<file path="config.mk">
export PLATFORM = sky130hd
export DESIGN_NAME = seg7_scan_mux
export DESIGN_NICKNAME = d
export VERILOG_FILES = /design/src/rtl/seg7_scan_mux_pkg.sv /design/src/rtl/seg7_scan_mux_tick.sv /design/src/rtl/seg7_scan_mux.sv
export SDC_FILE = /design/constraint.sdc
export NUM_CORES = 1
export LEC_CHECK = 0
export CAP_MARGIN = 20
export CORE_AREA = 2 2 143 89
export CTS_BUF_LIST = sky130_fd_sc_hd__clkbuf_4 sky130_fd_sc_hd__clkbuf_8
export DETAILED_ROUTE_END_ITERATION = 6
export DIE_AREA = 0 0 145 91
export GPL_ROUTABILITY_DRIVEN = 0
export SLEW_MARGIN = 20
export SYNTH_ARGS = -nofsm -noshare
export SYNTH_HDL_FRONTEND = slang
export SYNTH_HIERARCHICAL = 1
export SYNTH_SLANG_ARGS = --single-unit
</file>
<file path="constraint.sdc">
create_clock -name clk -period 1.85 [get_ports clk]
set_input_delay 0.37 -clock clk [delete_from_list [all_inputs] [get_ports clk]]
set_output_delay 0.37 -clock clk [all_outputs]
set_load 0.005 [all_outputs]
</file>
<file path="src/rtl/seg7_scan_mux_pkg.sv">
// Shared types, constants and the hex-to-segment decoder for the 7-segment scan multiplexer.
package seg7_scan_pkg;

    localparam int         MAX_DIGITS = 8;
    localparam logic [6:0] SEG_BLANK  = 7'h00;

    typedef enum logic {
        BLANK = 1'b0,
        DRIVE = 1'b1
    } scan_phase_t;

    // Segment order is {g,f,e,d,c,b,a}; A..F shown as A b C d E F.
    function automatic logic [6:0] seg7_decode(input logic [3:0] val);
        logic [6:0] seg;
        case (val)
            4'h0: seg = 7'h3F;
            4'h1: seg = 7'h06;
            4'h2: seg = 7'h5B;
            4'h3: seg = 7'h4F;
            4'h4: seg = 7'h66;
            4'h5: seg = 7'h6D;
            4'h6: seg = 7'h7D;
            4'h7: seg = 7'h07;
            4'h8: seg = 7'h7F;
            4'h9: seg = 7'h6F;
            4'hA: seg = 7'h77;
            4'hB: seg = 7'h7C;
            4'hC: seg = 7'h39;
            4'hD: seg = 7'h5E;
            4'hE: seg = 7'h79;
            default: seg = 7'h71;
        endcase
        return seg;
    endfunction

endpackage

</file>
<file path="src/rtl/seg7_scan_mux_tick.sv">
// Slot prescaler and digit index for the scan multiplexer; flags slot and frame wraps
// combinationally in the last cycle of a slot / of the last digit's slot.
module scan_tick_gen
    import seg7_scan_pkg::*;
#(
    parameter int NUM_DIGITS   = 4,
    parameter int SCAN_DIV     = 10000,
    parameter int GHOST_CYCLES = 16
) (
    input  logic                                           clk,
    input  logic                                           rst_n,
    output logic [((NUM_DIGITS > 1) ? $clog2(NUM_DIGITS) : 1)-1:0] idx_o,
    output scan_phase_t                                    phase_o,
    output logic                                           slot_wrap_o,
    output logic                                           frame_wrap_o
);

    localparam int PSC_W = $clog2(SCAN_DIV);
    localparam int IDX_W = (NUM_DIGITS > 1) ? $clog2(NUM_DIGITS) : 1;

    logic [PSC_W-1:0] psc_q, psc_d;
    logic [IDX_W-1:0] idx_q, idx_d;
    logic             last_digit;

    always_comb begin
        slot_wrap_o  = (psc_q == PSC_W'(SCAN_DIV - 1));
        last_digit   = (idx_q == IDX_W'(NUM_DIGITS - 1));
        frame_wrap_o = slot_wrap_o && last_digit;
        phase_o      = (psc_q < PSC_W'(GHOST_CYCLES)) ? BLANK : DRIVE;
        idx_o        = idx_q;

        psc_d = psc_q + PSC_W'(1);
        idx_d = idx_q;
        if (slot_wrap_o) begin
            psc_d = '0;
            idx_d = last_digit ? '0 : idx_q + IDX_W'(1);
        end
    end

    always_ff @(posedge clk) begin
        if (!rst_n) begin
            psc_q <= '0;
            idx_q <= '0;
        end else begin
            psc_q <= psc_d;
            idx_q <= idx_d;
        end
    end

endmodule

</file>
<file path="src/rtl/seg7_scan_mux.sv">
// Time-multiplexed 7-segment driver with a double-buffered, frame-synchronous update port.
// Optional leading-zero blanking is enabled by defining SEG7_SCAN_LZB_EN.
module seg7_scan_mux
    import seg7_scan_pkg::*;
#(
    parameter int NUM_DIGITS   = 4,
    parameter int SCAN_DIV     = 10000,
    parameter int GHOST_CYCLES = 16
) (
    input  logic                    clk,
    input  logic                    rst_n,
    input  logic [4*NUM_DIGITS-1:0] upd_data,
    input  logic [NUM_DIGITS-1:0]   upd_dp,
    input  logic                    upd_valid,
    output logic                    upd_ready,
    output logic [6:0]              seg_out,
    output logic                    dp_out,
    output logic [NUM_DIGITS-1:0]   digit_en,
    output logic                    frame_start
);

    localparam int IDX_W = (NUM_DIGITS > 1) ? $clog2(NUM_DIGITS) : 1;

    if (NUM_DIGITS < 1 || NUM_DIGITS > MAX_DIGITS) begin : g_bad_num_digits
        $error("seg7_scan_mux: NUM_DIGITS out of range");
    end
    if (GHOST_CYCLES < 1 || SCAN_DIV <= GHOST_CYCLES) begin : g_bad_timing
        $error("seg7_scan_mux: need 1 <= GHOST_CYCLES < SCAN_DIV");
    end

    logic [IDX_W-1:0] idx;
    scan_phase_t      phase;
    logic             slot_wrap;
    logic             frame_wrap;

    scan_tick_gen #(
        .NUM_DIGITS  (NUM_DIGITS),
        .SCAN_DIV    (SCAN_DIV),
        .GHOST_CYCLES(GHOST_CYCLES)
    ) u_tick (
        .clk         (clk),
        .rst_n       (rst_n),
        .idx_o       (idx),
        .phase_o     (phase),
        .slot_wrap_o (slot_wrap),
        .frame_wrap_o(frame_wrap)
    );

    logic [4*NUM_DIGITS-1:0] disp_q, disp_d, shadow_q, shadow_d;
    logic [NUM_DIGITS-1:0]   dpm_q, dpm_d, shdp_q, shdp_d;
    logic                    pending_q, pending_d;
    logic                    wrap_seen_q, wrap_seen_d;
    logic [6:0]              seg_q, seg_d;
    logic                    dp_q, dp_d;
    logic [NUM_DIGITS-1:0]   en_q, en_d;
    logic                    fs_q, fs_d;

    logic                    accept;
    logic                    boundary;
    logic [3:0]              cur_digit;
    logic                    lz_blank;

    always_comb begin
        accept   = upd_valid && !pending_q;
        boundary = slot_wrap && frame_wrap;

        disp_d    = disp_q;
        dpm_d     = dpm_q;
        shadow_d  = shadow_q;
        shdp_d    = shdp_q;
        pending_d = pending_q;

        // Swap reads the shadow as it was before this edge; a same-edge accept only
        // refills the shadow (it can only happen when nothing was pending).
        if (boundary && pending_q) begin
            disp_d    = shadow_q;
            dpm_d     = shdp_q;
            pending_d = 1'b0;
        end
        if (accept) begin
            shadow_d  = upd_data;
            shdp_d    = upd_dp;
            pending_d = 1'b1;
        end

        cur_digit = 4'(disp_q >> {idx, 2'b00});

`ifdef SEG7_SCAN_LZB_EN
        // Blank digit i>0 when it and every more-significant digit are zero.
        lz_blank = (idx != '0);
        for (int j = 0; j < NUM_DIGITS; j++) begin
            if (j >= int'(idx) && disp_q[4*j +: 4] != 4'h0) begin
                lz_blank = 1'b0;
            end
        end
`else
        lz_blank = 1'b0;
`endif

        seg_d = SEG_BLANK;
        dp_d  = 1'b0;
        en_d  = '0;
        if (phase == DRIVE) begin
            en_d  = NUM_DIGITS'(1) << idx;
            dp_d  = dpm_q[idx];
            seg_d = lz_blank ? SEG_BLANK : seg7_decode(cur_digit);
        end

        wrap_seen_d = boundary;
        fs_d        = wrap_seen_q;
    end

    always_ff @(posedge clk) begin
        if (!rst_n) begin
            disp_q      <= '0;
            dpm_q       <= '0;
            shadow_q    <= '0;
            shdp_q      <= '0;
            pending_q   <= 1'b0;
            wrap_seen_q <= 1'b0;
            seg_q       <= SEG_BLANK;
            dp_q        <= 1'b0;
            en_q        <= '0;
            fs_q        <= 1'b0;
        end else begin
            disp_q      <= disp_d;
            dpm_q       <= dpm_d;
            shadow_q    <= shadow_d;
            shdp_q      <= shdp_d;
            pending_q   <= pending_d;
            wrap_seen_q <= wrap_seen_d;
            seg_q       <= seg_d;
            dp_q        <= dp_d;
            en_q        <= en_d;
            fs_q        <= fs_d;
        end
    end

    assign upd_ready   = !pending_q;
    assign seg_out     = seg_q;
    assign dp_out      = dp_q;
    assign digit_en    = en_q;
    assign frame_start = fs_q;

endmodule
</file>
==> flow_metrics.env <==
export IMPL_multi_input_area_sq_um=1490
export IMPL_drc=0
export IMPL_grt_first_pass_wirelength_mm=11.1
export IMPL_chipHeight_microns=91
export IMPL_fin_worst_skew_ns=0.0141
export IMPL_max_clock_freq_mhz=574
export IMPL_synth_fp_nets=361
export IMPL_max_cap_violations=0
export IMPL_yosys_register_bits=71
export IMPL_power_report_internal_total_uw=2280
export IMPL_whs_path_depth=1
export IMPL_flow_area_growth_from_synthesis_pct=29.8
export IMPL_overflow_left_after_global_routing=0
export IMPL_nets=411
export IMPL_netlist_instances=329
export IMPL_critical_path_endpoint_type="flop"
export IMPL_worst_ir_drop_vdd_mv=0.329
export IMPL_worstHoldPathType="reg -> reg"
export IMPL_antenna_found_initial=0
export IMPL_sw_frac_of_total_pct=22.3
export IMPL_regToRegStartpoint="u_tick/idx_o[1]"
export IMPL_drt_vias_per_instance=4.16
export IMPL_timing_critical_path_slowest_stage_cell="mux4_2"
export IMPL_drtAntennaViolNets=0
export IMPL_final_number_of_max_transition_violations=0
export IMPL_post_route_cells_drive_above_1_share_pct=16.1
export IMPL_seq_power_share_pct=53.8
export IMPL_yosys_cell_count_top_type="nand2_1"
export IMPL_synth_top_cells_by_area="dfxtp_1 (47%), nand2_1 (11%), a21boi_1 (9.9%)"
export IMPL_synth_avg_cell_area_sq_um=9.20
export IMPL_cts_made_buffers=9
export IMPL_netlist_top_cells_count="nand2_1 (85), dfxtp_1 (71), a21boi_1 (40)"
export IMPL_synth_enable_flop_cells=0
export IMPL_worst_endpoint_required_ns=2.12
export IMPL_synth_warning_count=6
export IMPL_critical_path_startpoint="u_tick/idx_o[1]"
export IMPL_design_portCount=37
export IMPL_num_fill_cells=1223
export IMPL_area_share_of_the_largest_cell_type_after_synthesis_pct=47.0
export IMPL_die_width_microns=145
export IMPL_setup_violation_total_in_the_final_timing_report=0
export IMPL_hold_viol=0
export IMPL_path_class="reg -> reg"
export IMPL_seq_area_frac_synth_pct=47.0
export IMPL_status="finished clean"
export IMPL_post_route_worst_setup_slack_ns=0.106
export IMPL_clock_tree_htree_level_count=3
export IMPL_initial_core_util_pct=25.6
export IMPL_comb_power_share_pct=5.6
export IMPL_grt_start_max_net_pins=38
export IMPL_reg2reg_to="seg_out[5]"
export IMPL_grt_total_usage_pct=10.7
export IMPL_cpPeakStageDelay_ns=0.57
export IMPL_routed_wl_mm=6.53
export IMPL_number_of_global_route_vias_before_repair=2255
export IMPL_num_rows=31
export IMPL_yosys_area_top_type="dfxtp_1"
export IMPL_core_region_area_sq_um=11800
export IMPL_register_area_sq_um=1430
export IMPL_share_of_total_power_in_the_clock_network_pct=40.6
export IMPL_power_per_cell_area_nw_per_um2=748
export IMPL_timing_critical_path_arrival_ns=2.01
export IMPL_clock_sinks=71
export IMPL_power_switching_uw=655
export IMPL_antenna_cells=0
export IMPL_cellLeakagePower_uw=0.00141
export IMPL_placement_setup_worst_slack_ns=-0.0613
export IMPL_netlist_area_before_placement_sq_um=3030
export IMPL_unrepaired_setup_endpoints_after_global_routing="true"
export IMPL_worstMarginPinSlew_ns=0.415
export IMPL_slew_headroom_pct=72.3
export IMPL_worst_r2r_setup_slack_ns=0.11
export IMPL_worstPathCellList="mux4_2 > inv_2 > buf_4 > ha_1 > o21ai_1 > a221oi_2"
export IMPL_fin_setup_tns_ns=0
export IMPL_cts_tree="done"
export IMPL_via_count=2282
export IMPL_postSynth_asyncResetShare_pct=0
export IMPL_holdBufCountCts=0
export IMPL_clkTransAtPathRegs_ns=0.07
export IMPL_worstSkewPairLatency_ns=0.36
export IMPL_drt_iter0_markers=120
export IMPL_reg2regPathDepth=6
export IMPL_drt_pre_antenna_iters=4
export IMPL_ctsRootBufferMaster="clkbuf_8"
export IMPL_minimum_clock_period_after_layout_ns=1.74
export IMPL_synth_lib_cells_used_distinct=41
export IMPL_worst_setup_path_start_kind="flop"
export IMPL_worstSetupEndpoint="seg_out[5]"
export IMPL_fp_dieArea_sq_um=13200
export IMPL_port_buffers=36
export IMPL_cts_path_max_buffers=2
export IMPL_cp_max_fo=5
export IMPL_layout_worst_path_cycle_share_pct=94.2
export IMPL_dominantRegCellSynth="dfxtp_1"
export IMPL_post_dp_hpwl_mm=4.80
export IMPL_avgRoutedWirePerCell_microns=11.9
## area by class of cell
class / count / area share, %
clock buffers: 14 / 4.59
clock inverters: 2 / 0.350
inverters: 8 / 0.828
multi-input cells: 231 / 38.0
flip-flops and latches: 71 / 36.3
well taps: 165 / 5.26
repair buffers: 58 / 14.7
## cell usage in the layout, fill, tap and decap left out, types with 7 or more instances in the layout
cell             count
a21boi_1            40
buf_4               18
clkbuf_8            12
clkdlybuf4s50_1     36
dfxtp_1             68
ha_1                 7
nand2_1             85
nor2_1              23
xnor2_1              9
## through the flow
stage	std cells	power, uW	utilization (%)	area [sq um]	hold slack (ns)
finish	549	2940	33.2	3930	0.435
global route	549	3080	33.2	3930	0.456
CTS	547	2980	32.8	3880	0.442
detailed placement	531	1780	31.1	3680	0.424
global placement	531	1780	31.1	3680	0.425
floorplan	329	1690	-	3030	0.412
## sequential cells by signal, indices dropped and copies added (netlist names)
register      cells
digit_en          4
disp_q           16
dp_out            1
dpm_q             4
frame_start       1
fs_d              1
pending_q         1
seg_out           7
shadow_q         16
shdp_q            4
u_tick/idx_o      2
u_tick/psc_q     14
## cells by family (layout without fill, tap and decap cells)
kind of cell / after synthesis / count (layout) / synth area share, %
AOI/OAI and AO/OA: 52 / 52 / 13.6
muxes: 9 / 9 / 5.17
adders and majority gates: 9 / 9 / 3.72
buffers and inverters: 27 / 82 / 4.63
DFF: 71 / 71 / 47.0
xor gates and xnor gates: 12 / 12 / 3.47
and+or+nand+nor: 149 / 149 / 22.5
## worst min-delay path by stage
stage,slack [ns],startpoint,endpoint
final,0.44,fs_d,frame_start
after global routing,0.46,fs_d,frame_start
after CTS,0.44,fs_d,frame_start
after detailed placement,0.42,fs_d,frame_start
after global placement,0.42,fs_d,frame_start
after floorplan,0.41,fs_d,frame_start
## power by group through the flow
stage	registers, uW	clock network (uW)	logic (uW)
3_5_place_dp	1610	0	169
5_1_grt	1580	1310	185
3_3_place_gp	1610	0	166
2_1_floorplan	1610	0	78.7
6_report	1580	1190	166
4_1_cts	1580	1240	169
## critical path: cells and delay by family, from the launching register on
kind | cells | cell delay, ns
muxes | 1 | 0.57
DFF | 1 | 0.37
AOI/OAI and AO/OA | 2 | 0.35
buffers and inverters | 2 | 0.23
adders and majority gates | 1 | 0.13
## per-layer routing
layer	up-vias	share of wire, %	global-route usage (%)
met5	-	0	0
met4	0	1.8	4.21
met3	13	4.4	4.27
met2	36	39	14.8
met1	1032	54	14.7
li1	1201	-	-
## what timing repair did
item                                    in CTS  in global routing
resized for setup                            1                 12
endpoints found under the setup margin       6                 26
buffers inserted                             0                  2
pin swaps                                    0                  1
No activity file was read; power rests on OpenSTA's default activity.
